$ cat config.mk
export PLATFORM = sky130hd
export DESIGN_NAME = issue_queue
export DESIGN_NICKNAME = d
export VERILOG_FILES = /design/src/rtl/issue_queue.sv
export SDC_FILE = /design/constraint.sdc
export NUM_CORES = 1
export LEC_CHECK = 0
export BUFFER_PORTS_ARGS = -buffer_cell sky130_fd_sc_hd__buf_2
export CORE_UTILIZATION = 35
export CTS_BUF_LIST = sky130_fd_sc_hd__clkbuf_4 sky130_fd_sc_hd__clkbuf_8 sky130_fd_sc_hd__clkbuf_16
export DETAILED_ROUTE_END_ITERATION = 8
export REMOVE_ABC_BUFFERS = 1
export SLEW_MARGIN = 40
export SYNTH_ARGS = -nofsm -noshare
export SYNTH_HDL_FRONTEND = slang
export SYNTH_SLANG_ARGS = --single-unit
$ cat constraint.sdc
create_clock -name clk_i -period 11.2 [get_ports clk_i]
set_input_delay 1.68 -clock clk_i [delete_from_list [all_inputs] [get_ports clk_i]]
set_output_delay 1.68 -clock clk_i [all_outputs]
set_load 0.1 [all_outputs]
$ cat src/rtl/issue_queue.sv
// issue_queue: age-ordered issue queue with CDB wakeup and single-issue select.
// Entries are compacted by shifting so entry 0 is always the oldest.
// Optional feature macro: ISSUE_CDB_BYPASS_EN. When defined, an entry whose only
// missing operands match the current CDB broadcast issues in that same cycle,
// with cdb_data forwarded onto the issue operand bus.
module issue_queue #(
    parameter int DEPTH   = 4,
    parameter int TAG_W   = 4,
    parameter int NUM_AU  = 3,
    parameter int NUM_MUL = 3,
    localparam int MAX_U  = (NUM_AU > NUM_MUL) ? NUM_AU : NUM_MUL,
    localparam int UNIT_W = (MAX_U > 1) ? $clog2(MAX_U) : 1,
    localparam int CNT_W  = $clog2(DEPTH + 1)
) (
    input  logic               clk_i,
    input  logic               rst_n_i,
    input  logic               flush_i,
    input  logic               enq_valid_i,
    output logic               enq_ready_o,
    input  logic [1:0]         enq_fu_i,
    input  logic [TAG_W-1:0]   enq_tag_i,
    input  logic               enq_rs1_valid_i,
    input  logic [31:0]        enq_rs1_data_i,
    input  logic [TAG_W-1:0]   enq_rs1_tag_i,
    input  logic               enq_rs2_valid_i,
    input  logic [31:0]        enq_rs2_data_i,
    input  logic [TAG_W-1:0]   enq_rs2_tag_i,
    input  logic               cdb_valid_i,
    input  logic [TAG_W-1:0]   cdb_tag_i,
    input  logic [31:0]        cdb_data_i,
    input  logic [NUM_AU-1:0]  au_free_i,
    input  logic [NUM_MUL-1:0] mul_free_i,
    input  logic               lsu_free_i,
    output logic               iss_valid_o,
    output logic [1:0]         iss_fu_o,
    output logic [UNIT_W-1:0]  iss_unit_o,
    output logic [TAG_W-1:0]   iss_tag_o,
    output logic [31:0]        iss_rs1_o,
    output logic [31:0]        iss_rs2_o,
    output logic [CNT_W-1:0]   count_o
);

    localparam int IDX_W = $clog2(DEPTH);

`ifdef ISSUE_CDB_BYPASS_EN
    localparam bit BYPASS = 1'b1;
`else
    localparam bit BYPASS = 1'b0;
`endif

    typedef struct packed {
        logic             valid;
        logic [1:0]       fu;
        logic [TAG_W-1:0] tag;
        logic             rs1_v;
        logic [TAG_W-1:0] rs1_t;
        logic [31:0]      rs1_d;
        logic             rs2_v;
        logic [TAG_W-1:0] rs2_t;
        logic [31:0]      rs2_d;
    } entry_t;

    entry_t           ent_q [DEPTH];
    entry_t           ent_d [DEPTH];
    entry_t           woke  [DEPTH];
    entry_t           new_ent;
    logic [CNT_W-1:0] count_q, count_d;

    logic [DEPTH-1:0] byp1, byp2, ready;
    logic             sel_found;
    logic [IDX_W-1:0] sel_idx;
    logic [UNIT_W-1:0] sel_unit;
    logic             issue, accept;
    logic [CNT_W-1:0] enq_pos;

    assign enq_ready_o = (count_q < CNT_W'(DEPTH)) && !flush_i && rst_n_i;
    assign accept      = enq_valid_i && enq_ready_o && (enq_fu_i != 2'd3);
    assign issue       = iss_valid_o;
    assign count_o     = count_q;

    // Per-entry readiness: operands present (or arriving on the CDB when bypass is on) and a free unit of its class.
    always_comb begin
        byp1  = '0;
        byp2  = '0;
        ready = '0;
        for (int i = 0; i < DEPTH; i++) begin
            logic cls_free;
            cls_free = 1'b0;
            byp1[i] = BYPASS && cdb_valid_i && !ent_q[i].rs1_v && (ent_q[i].rs1_t == cdb_tag_i);
            byp2[i] = BYPASS && cdb_valid_i && !ent_q[i].rs2_v && (ent_q[i].rs2_t == cdb_tag_i);
            case (ent_q[i].fu)
                2'd0:    cls_free = |au_free_i;
                2'd1:    cls_free = |mul_free_i;
                2'd2:    cls_free = lsu_free_i;
                default: cls_free = 1'b0;
            endcase
            ready[i] = ent_q[i].valid && cls_free
                     && (ent_q[i].rs1_v || byp1[i]) && (ent_q[i].rs2_v || byp2[i]);
        end
    end

    // Oldest-first select: lowest index ready entry wins.
    always_comb begin
        sel_found = 1'b0;
        sel_idx   = '0;
        for (int i = 0; i < DEPTH; i++) begin
            if (ready[i] && !sel_found) begin
                sel_found = 1'b1;
                sel_idx   = IDX_W'(i);
            end
        end
    end

    // Unit pick: lowest free unit of the selected class; the single LSU is always unit 0.
    always_comb begin
        logic found;
        found    = 1'b0;
        sel_unit = '0;
        case (ent_q[sel_idx].fu)
            2'd0: begin
                for (int j = 0; j < NUM_AU; j++) begin
                    if (au_free_i[j] && !found) begin
                        found    = 1'b1;
                        sel_unit = UNIT_W'(j);
                    end
                end
            end
            2'd1: begin
                for (int j = 0; j < NUM_MUL; j++) begin
                    if (mul_free_i[j] && !found) begin
                        found    = 1'b1;
                        sel_unit = UNIT_W'(j);
                    end
                end
            end
            default: sel_unit = '0;
        endcase
    end

    // Issue bus: zeroed whenever nothing issues so downstream never sees stale payload.
    always_comb begin
        iss_valid_o = sel_found && !flush_i;
        iss_fu_o    = '0;
        iss_unit_o  = '0;
        iss_tag_o   = '0;
        iss_rs1_o   = '0;
        iss_rs2_o   = '0;
        if (iss_valid_o) begin
            iss_fu_o   = ent_q[sel_idx].fu;
            iss_unit_o = sel_unit;
            iss_tag_o  = ent_q[sel_idx].tag;
            iss_rs1_o  = byp1[sel_idx] ? cdb_data_i : ent_q[sel_idx].rs1_d;
            iss_rs2_o  = byp2[sel_idx] ? cdb_data_i : ent_q[sel_idx].rs2_d;
        end
    end

    // Next queue contents: wakeup, remove-and-shift on issue, append on accept, flush wipes all.
    always_comb begin
        new_ent       = '0;
        new_ent.valid = 1'b1;
        new_ent.fu    = enq_fu_i;
        new_ent.tag   = enq_tag_i;
        new_ent.rs1_t = enq_rs1_tag_i;
        new_ent.rs2_t = enq_rs2_tag_i;
        new_ent.rs1_v = enq_rs1_valid_i;
        new_ent.rs1_d = enq_rs1_data_i;
        new_ent.rs2_v = enq_rs2_valid_i;
        new_ent.rs2_d = enq_rs2_data_i;
        if (cdb_valid_i && !enq_rs1_valid_i && (enq_rs1_tag_i == cdb_tag_i)) begin
            new_ent.rs1_v = 1'b1;
            new_ent.rs1_d = cdb_data_i;
        end
        if (cdb_valid_i && !enq_rs2_valid_i && (enq_rs2_tag_i == cdb_tag_i)) begin
            new_ent.rs2_v = 1'b1;
            new_ent.rs2_d = cdb_data_i;
        end

        for (int i = 0; i < DEPTH; i++) begin
            woke[i] = ent_q[i];
            if (cdb_valid_i && !ent_q[i].rs1_v && (ent_q[i].rs1_t == cdb_tag_i)) begin
                woke[i].rs1_v = 1'b1;
                woke[i].rs1_d = cdb_data_i;
            end
            if (cdb_valid_i && !ent_q[i].rs2_v && (ent_q[i].rs2_t == cdb_tag_i)) begin
                woke[i].rs2_v = 1'b1;
                woke[i].rs2_d = cdb_data_i;
            end
        end

        for (int i = 0; i < DEPTH - 1; i++) begin
            ent_d[i] = (issue && (i >= int'(sel_idx))) ? woke[i+1] : woke[i];
        end
        ent_d[DEPTH-1] = issue ? '0 : woke[DEPTH-1];

        enq_pos = count_q - CNT_W'(issue);
        for (int i = 0; i < DEPTH; i++) begin
            if (accept && (enq_pos == CNT_W'(i))) ent_d[i] = new_ent;
        end

        count_d = count_q + CNT_W'(accept) - CNT_W'(issue);

        if (flush_i) begin
            for (int i = 0; i < DEPTH; i++) ent_d[i] = '0;
            count_d = '0;
        end
    end

    // Queue state registers; reset discards everything immediately.
    always_ff @(posedge clk_i or negedge rst_n_i) begin
        if (!rst_n_i) begin
            for (int i = 0; i < DEPTH; i++) ent_q[i] <= '0;
            count_q <= '0;
        end else begin
            for (int i = 0; i < DEPTH; i++) ent_q[i] <= ent_d[i];
            count_q <= count_d;
        end
    end

endmodule

==> metrics.md, run 1 <==
| Metric | Value |
|---|---|
| Post-synth EDFFs | `0` |
| Worst relative slew slack | `0.4097` |
| Routed len/inst | `27.04 um` |
| CTS buffer count | `40` |
| Critical path class | `primary input to output port` |
| Final period util | `0.5935` |
| Die width | `241.8 um` |
| Crit path capture type | `output port` |
| Post-detailed-route count of antenna-violating nets | `0` |
| Vias | `17.91k` |
| Post-synth top flop | `dfrtp_1` |
| WL final | `75140 um` |
| Max Cap Violations | `0` |
| Worst Path Max Fanout | `36` |
| Sequential Area | `8183 um2` |
| Hold wc startpoint | `ent_q[263]` |
| Ys Warns | `0` |
| Global-route wire length before repair | `115400 um` |
| Status | `complete, no violations` |
| CP Buf/Inv Count | `4` |
| CTS tree | `done` |
| Crit-path max cell delay | `0.69 ns` |
| Port-buffer cells | `204` |
| Post-Syn Area per Cell | `10.38 um2` |
| Count of non-filler cells in the finished layout | `2779` |
| H-Tree Level Count | `2` |
| DRT iter0 DRCs | `1740` |
| Critical path startpoint | `au_free_i[1]` |
| Highest-count cells in the layout ignoring fill and taps | `dfrtp_1 (327), mux2i_1 (203), buf_2 (202), o22ai_1 (135), a221oi_1 (128)` |
| GPL Wtd Cong | `0.8605` |
| Final Hold Vio Count | `0` |
| Largest delay contributor family on the critical path | `buffers and inverters` |
| Synth Register Bits | `327` |
| Clk sinks | `327` |
| CORE AREA | `56600 um2` |
| Fmax | `0.1504 GHz` |
| Clock Path Buffers | `3` |
| Antenna diodes | `0` |
| Drc violations | `0` |
| Crit path DAT | `4.97 ns` |
| R2R Path End | `ent_q[246]` |
| Top Ports | `205` |
| GR Util All Layers | `0.2519` |
| Filler instances | `5471` |
| Worst r2r src | `ent_q[316]` |
| Footprint of the multi-input gates | `10960 um2` |
| CTS resizes | `0` |
| DP Wirelength | `44220 um` |
| Clk_skew | `0.02517 ns` |
| Die height | `241.8 um` |
| Sequential fraction of the synthesis area | `0.4064` |
| Row count | `87` |
| Post-Syn Instances | `1940` |
| Critical path's slowest cell | `buf_4` |
| Root Driver | `clkbuf_16` |
| Largest net degree at the start of global routing | `99` |
| Reg clk slew, reported paths | `0.06 ns` |
| Worst Hold End | `ent_q[263]` |
| Stages on worst setup path | `10` |
| P&R area growth vs syn | `14.62%` |
| Initial antenna violation count | `2` |
| Vias per cell | `6.444` |
| Setup TNS | `0 ns` |
| Vias in the first global route | `18.02k` |
| Min Tclk post-route | `6.647 ns` |
| Power Dens Cells | `131.8 nW/um2` |
| Die Area | `58490 um2` |
| Cell variety after synth | `66` |
| Total grt overflow | `0` |
| Synth async-reset ratio | `1.000` |
| Hold-fix buffers, CTS | `0` |
| Post-CTS Setup Inserts | `0` |
| Crit-path cells | `buf_2, nor3_1, a221o_1, o22ai_2, buf_4, nor2_4, buf_4, mux4_2, and2_1, buf_2` |
| Layout cells sized above 1 | `0.2101` |
| Worst Path Required | `9.52 ns` |
| R2R Setup Slk | `6.16 ns` |
| Worst reg2reg path depth | `16` |
| Hold-critical path depth | `1` |
| First-pass DRT Iterations | `7` |
| Final nets | `2127` |
| Commonest non-fill, non-tap cell in the layout | `dfrtp_1` |
| Leakage power | `9.797 nW` |
| CP Launch Type | `primary input` |
| Unrepaired setup endpoints after global routing | `no` |
| Worst IR Drop VDD | `0.08975 mV` |
| Worst-Skew Late Latency | `0.58 ns` |
| Mapped cell area | `20130 um2` |
| Final setup violation count | `0` |
| Total instance count after detailed placement | `2707` |
| Hold crit path type | `flip-flop to flip-flop` |
| Worst Tran Pin Value | `0.8854 ns` |
| Final slew viol count | `0` |
| Initial core utilization | `0.3557` |
## metal layers
layer | track usage | share of wire | up-vias
li1 | - | - | 7678
met1 | 0.3450 | 0.42 | 9182
met2 | 0.3980 | 0.47 | 916
met3 | 0.04717 | 0.077 | 133
met4 | 0.08730 | 0.028 | 0
met5 | 0 | 0 | -
## state kept, by name, summed over array words and instances (netlist names)
register / cells
count_o: 3
ent_q: 324
## cell type report
cell class,count,area share
Inverter,35,0.005693
Clock buffer,57,0.05178
Multi-Input combinational cell,1343,0.4750
Sequential cell,327,0.3546
Timing Repair Buffer,247,0.06598
Tap cell,756,0.04099
Clock inverter,14,0.005964
## through the flow
| step | setup WS [ns] | area, um2 | util | total power [W] | hold WS [ns] |
|---|---|---|---|---|---|
| 3_3_place_gp | 4.182 | 21510 | 0.3800 | 0.001705 | 0.4676 |
| 4_1_cts | 4.557 | 23050 | 0.4072 | 0.003049 | 0.4889 |
| 5_1_grt | 4.368 | 23080 | 0.4077 | 0.003141 | 0.4956 |
| 2_1_floorplan | 0.3575 | 19100 | - | 0.001527 | 0.4589 |
| 6_report | 4.553 | 23080 | 0.4077 | 0.003041 | 0.4895 |
| 3_5_place_dp | 4.546 | 21720 | 0.3837 | 0.001717 | 0.4758 |
## report_power, final
part / internal [W] / switching [W] / leakage (nW) / total, W
clock: 0.000791 / 0.000548 / 0.675 / 0.00134
sequential: 0.00124 / 0.0000433 / 4.41 / 0.00129
combinational: 0.000159 / 0.000258 / 4.71 / 0.000416
## kinds of logic after synthesis
group,count (synthesis),share of synthesized area
AOI/OAI and AO/OA,585,0.2255
muxes,275,0.1791
buffers and inverters,270,0.05773
DFF,327,0.4064
xor gates and xnor gates,22,0.009570
and+or+nand+nor,456,0.1183
adders and majority gates,5,0.003480
## synthesized netlist by cell type, types with 15 or more instances
master    number  share of area
inv_1         33         0.0062
mux2i_1      205           0.10
o221ai_1      64          0.028
or3_1         33          0.010
a21oi_1       25         0.0062
nand3b_1      33          0.012
a311oi_1      17         0.0074
o311ai_0      64          0.028
nand2_1      113          0.021
a211oi_1      32          0.012
a221oi_1     128          0.056
nand3_1       16         0.0040
nor2b_1       36          0.011
buf_2         50          0.012
and2_1        71          0.022
clkbuf_1     152          0.028
dfrtp_1      327           0.41
buf_1         15         0.0028
o21a_1        66          0.025
nor2_1       110          0.021
mux4_2        68          0.076
o22ai_1      136          0.042
## how the worst max path moves through the flow
stage,to,slack (ns)
floorplan,ent_q[162],0.36
detailed placement,iss_rs2_o[31],4.55
global route,iss_rs2_o[31],4.37
global placement,iss_rs2_o[31],4.18
finish,iss_rs2_o[31],4.55
CTS,iss_rs2_o[31],4.56
No activity file was read; power rests on OpenSTA's default activity.
==> run 2, diff against run 1 <==
==> constraint.sdc (replaced) <==
create_clock -name clk_i -period 5.3 [get_ports clk_i]
set_input_delay 0.795 -clock clk_i [delete_from_list [all_inputs] [get_ports clk_i]]
set_output_delay 0.795 -clock clk_i [all_outputs]
set_load 0.1 [all_outputs]
==> run 2 against run 1 <==
- setup slack worse by 3.9 ns
- power is 110% higher
- clock skew is 0.0096 ns lower
- first-iteration DRC count is 5.9% lower
- combinational power is 120% higher
- clock-buffer cell count is 4 lower
- non-clock buffer count is 12 higher
- wire length is 0.71% higher
- register-to-register slack worse by 5.1 ns
- die area stayed put
- sequential power is 110% higher
- core utilization is 0.76 points higher
==> metrics.md, run 2 (synthesis results as in run 1) <==
| Metric | Value |
|---|---|
| Status | `complete, no violations` |
| Worst reg2reg path depth | `14` |
| Power Dens Cells | `274.4 nW/um2` |
| Drc violations | `0` |
| Worst Path Required | `4.51 ns` |
| Stages on worst setup path | `8` |
| GR Util All Layers | `0.2536` |
| Global-route wire length before repair | `115800 um` |
| Leakage power | `9.900 nW` |
| DRT iter0 DRCs | `1637` |
| Fmax | `0.2163 GHz` |
| Total instance count after detailed placement | `2719` |
| Hold crit path type | `primary input to asynchronous set/reset pin` |
| Crit path DAT | `3.83 ns` |
| Clk sinks | `327` |
| Row count | `87` |
| Hold-fix buffers, CTS | `0` |
| Vias | `18.14k` |
| Top Ports | `205` |
| CTS resizes | `0` |
| Clk_skew | `0.01555 ns` |
| Die width | `241.8 um` |
| Initial core utilization | `0.3557` |
| Count of non-filler cells in the finished layout | `2788` |
| Worst Path Max Fanout | `11` |
| H-Tree Level Count | `2` |
| CP Launch Type | `flip-flop` |
| Final Hold Vio Count | `0` |
| Max reg flops | `324` |
| Setup TNS | `0 ns` |
| Worst Tran Pin Value | `0.8318 ns` |
| Clock Path Buffers | `3` |
| Filler instances | `5438` |
| Min Tclk post-route | `4.623 ns` |
| Post-CTS Setup Inserts | `0` |
| Worst IR Drop VDD | `0.1960 mV` |
| Port-buffer cells | `204` |
| Post-detailed-route count of antenna-violating nets | `0` |
| Initial antenna violation count | `1` |
| Final period util | `0.8722` |
| CORE AREA | `56600 um2` |
| Worst r2r src | `ent_q[79]` |
| WL final | `75680 um` |
| Max Cap Violations | `0` |
| Vias in the first global route | `18.43k` |
| P&R area growth vs syn | `16.75%` |
| Worst relative slew slack | `0.4454` |
| Commonest non-fill, non-tap cell in the layout | `dfrtp_1` |
| Reg clk slew, reported paths | `0.06 ns` |
| Die Area | `58490 um2` |
| Reg with most FFs | `ent_q` |
| CTS buffer count | `39` |
| Routed len/inst | `27.14 um` |
| Final nets | `2138` |
| CTS tree | `done` |
| Die height | `241.8 um` |
| CP Buf/Inv Count | `2` |
| DP Wirelength | `44150 um` |
| Largest delay contributor family on the critical path | `compound AO/OA/AOI/OAI gates` |
| Critical path's slowest cell | `mux4_2` |
| R2R Setup Slk | `1.02 ns` |
| Crit-path max cell delay | `0.53 ns` |
| Vias per cell | `6.505` |
| Layout cells sized above 1 | `0.2122` |
| Total grt overflow | `0` |
| Final setup violation count | `0` |
| Worst-Skew Late Latency | `0.56 ns` |
| Final hold slack | `0.07571 ns` |
| Final core occ | `0.4153` |
| R2R Path End | `ent_q[252]` |
| GPL Wtd Cong | `0.8680` |
| Tot Pwr | `0.006451 W` |
| Largest net degree at the start of global routing | `131` |
| Crit path capture type | `output port` |
| Root Driver | `clkbuf_16` |
| First-pass DRT Iterations | `9` |
| Crit-path cells | `nor2b_1, o32a_1, a211oi_1, o21a_4, buf_4, mux4_2, and2_1, buf_2` |
| Final slew viol count | `0` |
| Critical path class | `flip-flop to output port` |
| Unrepaired setup endpoints after global routing | `no` |
| Highest-count cells in the layout ignoring fill and taps | `dfrtp_1 (327), mux2i_1 (203), buf_2 (179), o22ai_1 (135), a221oi_1 (128)` |
[run 2: area by class of cell]
class	count	area (um2)	area share
inverter	35	131.4	0.005589
tap	756	945.9	0.04024
clock inverter	14	201.4	0.008570
multi-input combinational	1343	10940	0.4654
clock buffer	53	1129	0.04801
sequential	327	8183	0.3481
timing repair buffer	259	1974	0.08399
antenna	1	2.502	0.0001065
[run 2: routing by layer]
layer | share of wire | global-route usage | vias to the layer above
li1 | - | - | 7703
met1 | 0.41 | 0.3368 | 9315
met2 | 0.47 | 0.3977 | 964
met3 | 0.088 | 0.05893 | 154
met4 | 0.034 | 0.1024 | 0
met5 | 0 | 0 | -
[run 2: worst max-delay path by stage]
stage / startpoint / endpoint / slack (ns)
floorplan: au_free_i[1] / ent_q[162] / -4.66
global placement: au_free_i[1] / ent_q[246] / 0.66
detailed placement: mul_free_i[2] / ent_q[252] / 0.54
CTS: ent_q[79] / iss_rs2_o[9] / 0.69
global route: ent_q[79] / iss_rs2_o[7] / 0.49
finish: ent_q[79] / iss_rs2_o[7] / 0.68
[run 2: worst reg2reg max path, cell delays in order (launching register included)]
cell	delay, ns
dfrtp_1	0.46
nor2b_1	0.17
o32a_1	0.34
or2_2	0.35
a21o_1	0.21
inv_2	0.08
ha_1	0.15
ha_1	0.15
xor2_1	0.32
nor2_1	0.17
and3_1	0.26
or4_2	0.95
buf_12	0.33
o221ai_1	0.15
o21a_1	0.15
[run 2: where the power goes]
| group | switching, W | internal [W] | total, W |
|---|---|---|---|
| combinational | 0.000551 | 0.000345 | 0.000896 |
| sequential | 0.0000839 | 0.00263 | 0.00271 |
| clock | 0.00111 | 0.00173 | 0.00285 |
[run 2: through the flow]
step / worst slack (ns) / instance area [um2]
3_5_place_dp: 0.5373 / 22160
4_1_cts: 0.6850 / 23490
6_report: 0.6774 / 23510
3_3_place_gp: 0.6602 / 22080
5_1_grt: 0.4946 / 23510
2_1_floorplan: -4.658 / 19100
==> run 3, diff against run 2 <==
--- a/config.mk
+++ b/config.mk
@@ -5,7 +5,9 @@
 export SDC_FILE = /design/constraint.sdc
 export NUM_CORES = 1
 export LEC_CHECK = 0
+export ABC_AREA = 1
 export BUFFER_PORTS_ARGS = -buffer_cell sky130_fd_sc_hd__buf_2
+export CAP_MARGIN = 0
 export CORE_UTILIZATION = 35
 export CTS_BUF_LIST = sky130_fd_sc_hd__clkbuf_4 sky130_fd_sc_hd__clkbuf_8 sky130_fd_sc_hd__clkbuf_16
 export DETAILED_ROUTE_END_ITERATION = 8
==> run 3 against run 2 <==
- sequential power about the same
- via count up 24%
- final cell count up 45%
- maximum frequency up 4.5%
- synthesized area up 7.1%
- core utilization down 0.50 points
- largest power group unchanged
- critical path depth up 6
- design area up 5.7%
- clock power down 2%
==> metrics.md, run 3 <==
| Metric | Value |
|---|---|
| Status | `complete, no violations` |
| Final period util | `0.8345` |
| Leakage power | `11.57 nW` |
| Worst Path Required | `4.51 ns` |
| Mapped cell area | `21570 um2` |
| Max Cap Violations | `0` |
| GPL Wtd Cong | `0.8758` |
| Worst IR Drop VDD | `0.1427 mV` |
| Layout cells sized above 1 | `0.1167` |
| Worst r2r src | `ent_q[321]` |
| Routed len/inst | `20.62 um` |
| Top Ports | `205` |
| Row count | `90` |
| Top cells by count, synth | `nand2_1 (593), o21ai_0 (496), inv_1 (374)` |
| GR Util All Layers | `0.2621` |
| Switching Fraction | `0.2913` |
| Sequential fraction of the synthesis area | `0.3793` |
| CORE AREA | `60580 um2` |
| Clock power frac | `0.430` |
| Ys Warns | `0` |
| Largest net degree at the start of global routing | `97` |
| Total grt overflow | `0` |
| Reg clk slew, reported paths | `0.06 ns` |
| Worst reg2reg path depth | `19` |
| Synth area leader | `dfrtp_1` |
| Power Dens Cells | `260.0 nW/um2` |
| CP Launch Type | `flip-flop` |
| CTS tree | `done` |
| Tot Pwr | `0.006463 W` |
| Final setup violation count | `0` |
| Post-CTS Setup Inserts | `0` |
| Clk_skew | `0.009349 ns` |
| CTS buffer count | `41` |
| DRT iter0 DRCs | `2141` |
| Clock Path Buffers | `3` |
| Cell variety after synth | `46` |
| Post-Syn Area per Cell | `6.761 um2` |
| Synth Register Bits | `327` |
| R2R Setup Slk | `1.41 ns` |
| Synth async-reset ratio | `1.000` |
| Max reg flops | `324` |
| Die width | `250.3 um` |
| Initial core utilization | `0.3561` |
| Highest-count cells in the layout ignoring fill and taps | `nand2_1 (587), o21ai_0 (496), inv_1 (373), dfrtp_1 (327), nor2_1 (319)` |
| Reg with most FFs | `ent_q` |
| WL final | `83450 um` |
| H-Tree Level Count | `2` |
| Flop pwr share | `0.417` |
| Top cells by area, synth | `dfrtp_1 (38%), o21ai_0 (12%), nand2_1 (10%), inv_1 (6.5%), nor2_1 (5.6%)` |
| Hold-fix buffers, CTS | `0` |
| Fmax | `0.2261 GHz` |
| Worst Path Max Fanout | `96` |
| CTS resizes | `0` |
| R2R Path End | `ent_q[245]` |
| Final Hold Vio Count | `0` |
| Port-buffer cells | `204` |
| Post-synth EDFFs | `0` |
| Area share of the largest cell type after synthesis | `0.3793` |
| Logic gate share of total power | `0.154` |
| P&R area growth vs syn | `15.21%` |
| Commonest non-fill, non-tap cell in the layout | `nand2_1` |
| Post-Syn Instances | `3191` |
| Final core occ | `0.4103` |
| Post-synth top flop | `dfrtp_1` |
| DP Wirelength | `48680 um` |
| Final nets | `3371` |
| Crit path DAT | `3.63 ns` |
| Sw power | `0.001883 W` |
| Die Area | `62640 um2` |
| Worst-Skew Late Latency | `0.56 ns` |
| Global-route wire length before repair | `128200 um` |
| Initial antenna violation count | `0` |
| Clk sinks | `327` |
| Antenna diodes | `0` |
| Critical path class | `flip-flop to output port` |
| Filler instances | `6393` |
| Die height | `250.3 um` |
| Final hold slack | `0.1460 ns` |
| Dominant cell by count in the synthesized netlist | `nand2_1` |
| Worst relative slew slack | `0.4381` |
| First-pass DRT Iterations | `6` |
| Worst Tran Pin Value | `0.8405 ns` |
| Drc violations | `0` |
| Setup TNS | `0 ns` |
| Min Tclk post-route | `4.423 ns` |
| Vias | `22.41k` |
| Hold crit path type | `primary input to asynchronous set/reset pin` |
| Vias per cell | `5.537` |
| Unrepaired setup endpoints after global routing | `no` |
| Root Driver | `clkbuf_16` |
| Post-detailed-route count of antenna-violating nets | `0` |
| Crit path capture type | `output port` |
| Pint | `0.004580 W` |
| Final slew viol count | `0` |
| Vias in the first global route | `21.28k` |
==> run 3: power by group through the flow <==
stage	combinational (W)	clock [W]	sequential [W]
3_3_place_gp	0.000980	0	0.00273
5_1_grt	0.00110	0.00291	0.00271
6_report	0.000993	0.00278	0.00269
2_1_floorplan	0.000575	0	0.00273
4_1_cts	0.000988	0.00282	0.00269
3_5_place_dp	0.000984	0	0.00274
==> run 3: area by class of cell <==
class / instances / area [um2] / area share
multi-input combinational: 2227 / 10840 / 0.4359
inverter: 390 / 1480 / 0.05955
tap: 782 / 978.4 / 0.03937
timing repair buffer: 251 / 2078 / 0.08361
clock inverter: 6 / 57.56 / 0.002316
clock buffer: 64 / 1242 / 0.04999
sequential: 327 / 8183 / 0.3292
==> run 3: worst max-delay path by stage <==
stage | start | to | slack, ns | depth (start not counted)
2_1_floorplan | au_free_i[1] | ent_q[242] | -5.30 | 16
3_3_place_gp | au_free_i[1] | ent_q[245] | 0.91 | 19
3_5_place_dp | au_free_i[1] | ent_q[245] | 0.79 | 19
4_1_cts | ent_q[154] | iss_unit_o[1] | 0.82 | 14
5_1_grt | ent_q[154] | iss_unit_o[0] | 0.60 | 14
6_report | ent_q[117] | iss_unit_o[1] | 0.88 | 14
==> run 3: kinds of logic (layout without fill, tap and decap cells) <==
| family | Yosys count | after routing | synth area share |
|---|---|---|---|
| AND/OR/NAND/NOR | 1213 | 1213 | 0.2359 |
| buffers and inverters | 637 | 711 | 0.1242 |
| adder cells (fa/ha/maj) | 5 | 5 | 0.003248 |
| flip-flops | 327 | 327 | 0.3793 |
| XOR/XNOR | 3 | 3 | 0.001218 |
| AO/OA/AOI/OAI | 1006 | 1006 | 0.2562 |
==> run 3: stage by stage <==
stage	setup WS, ns	instances	cell area [um2]
global placement	0.9069	3976	23480
floorplan	-5.296	2944	20360
global route	0.6039	4047	24860
detailed placement	0.7936	3977	23540
finish	0.8772	4047	24860
CTS	0.8236	4047	24840
==> run 3: layer usage <==
layer  GRT usage  wire length [um]
met5           0                 0
met4      0.1022              2829
met3     0.03876              6557
met2      0.4268             38820
met1      0.3493             35240
==> run 3: critical path, stage by stage, from the launching register on <==
cell and delay (ns):
dfrtp_1 0.40, inv_1 0.09, nor3_1 0.33, nand2_2 0.20, nand2_1 0.12, nand2_2 0.11
nand2_4 0.28, buf_12 0.39, nand2_1 0.13, nand2_1 0.08, nand2_1 0.05, nand2_1 0.15
nand3_1 0.08, a21oi_1 0.16, buf_2 0.45
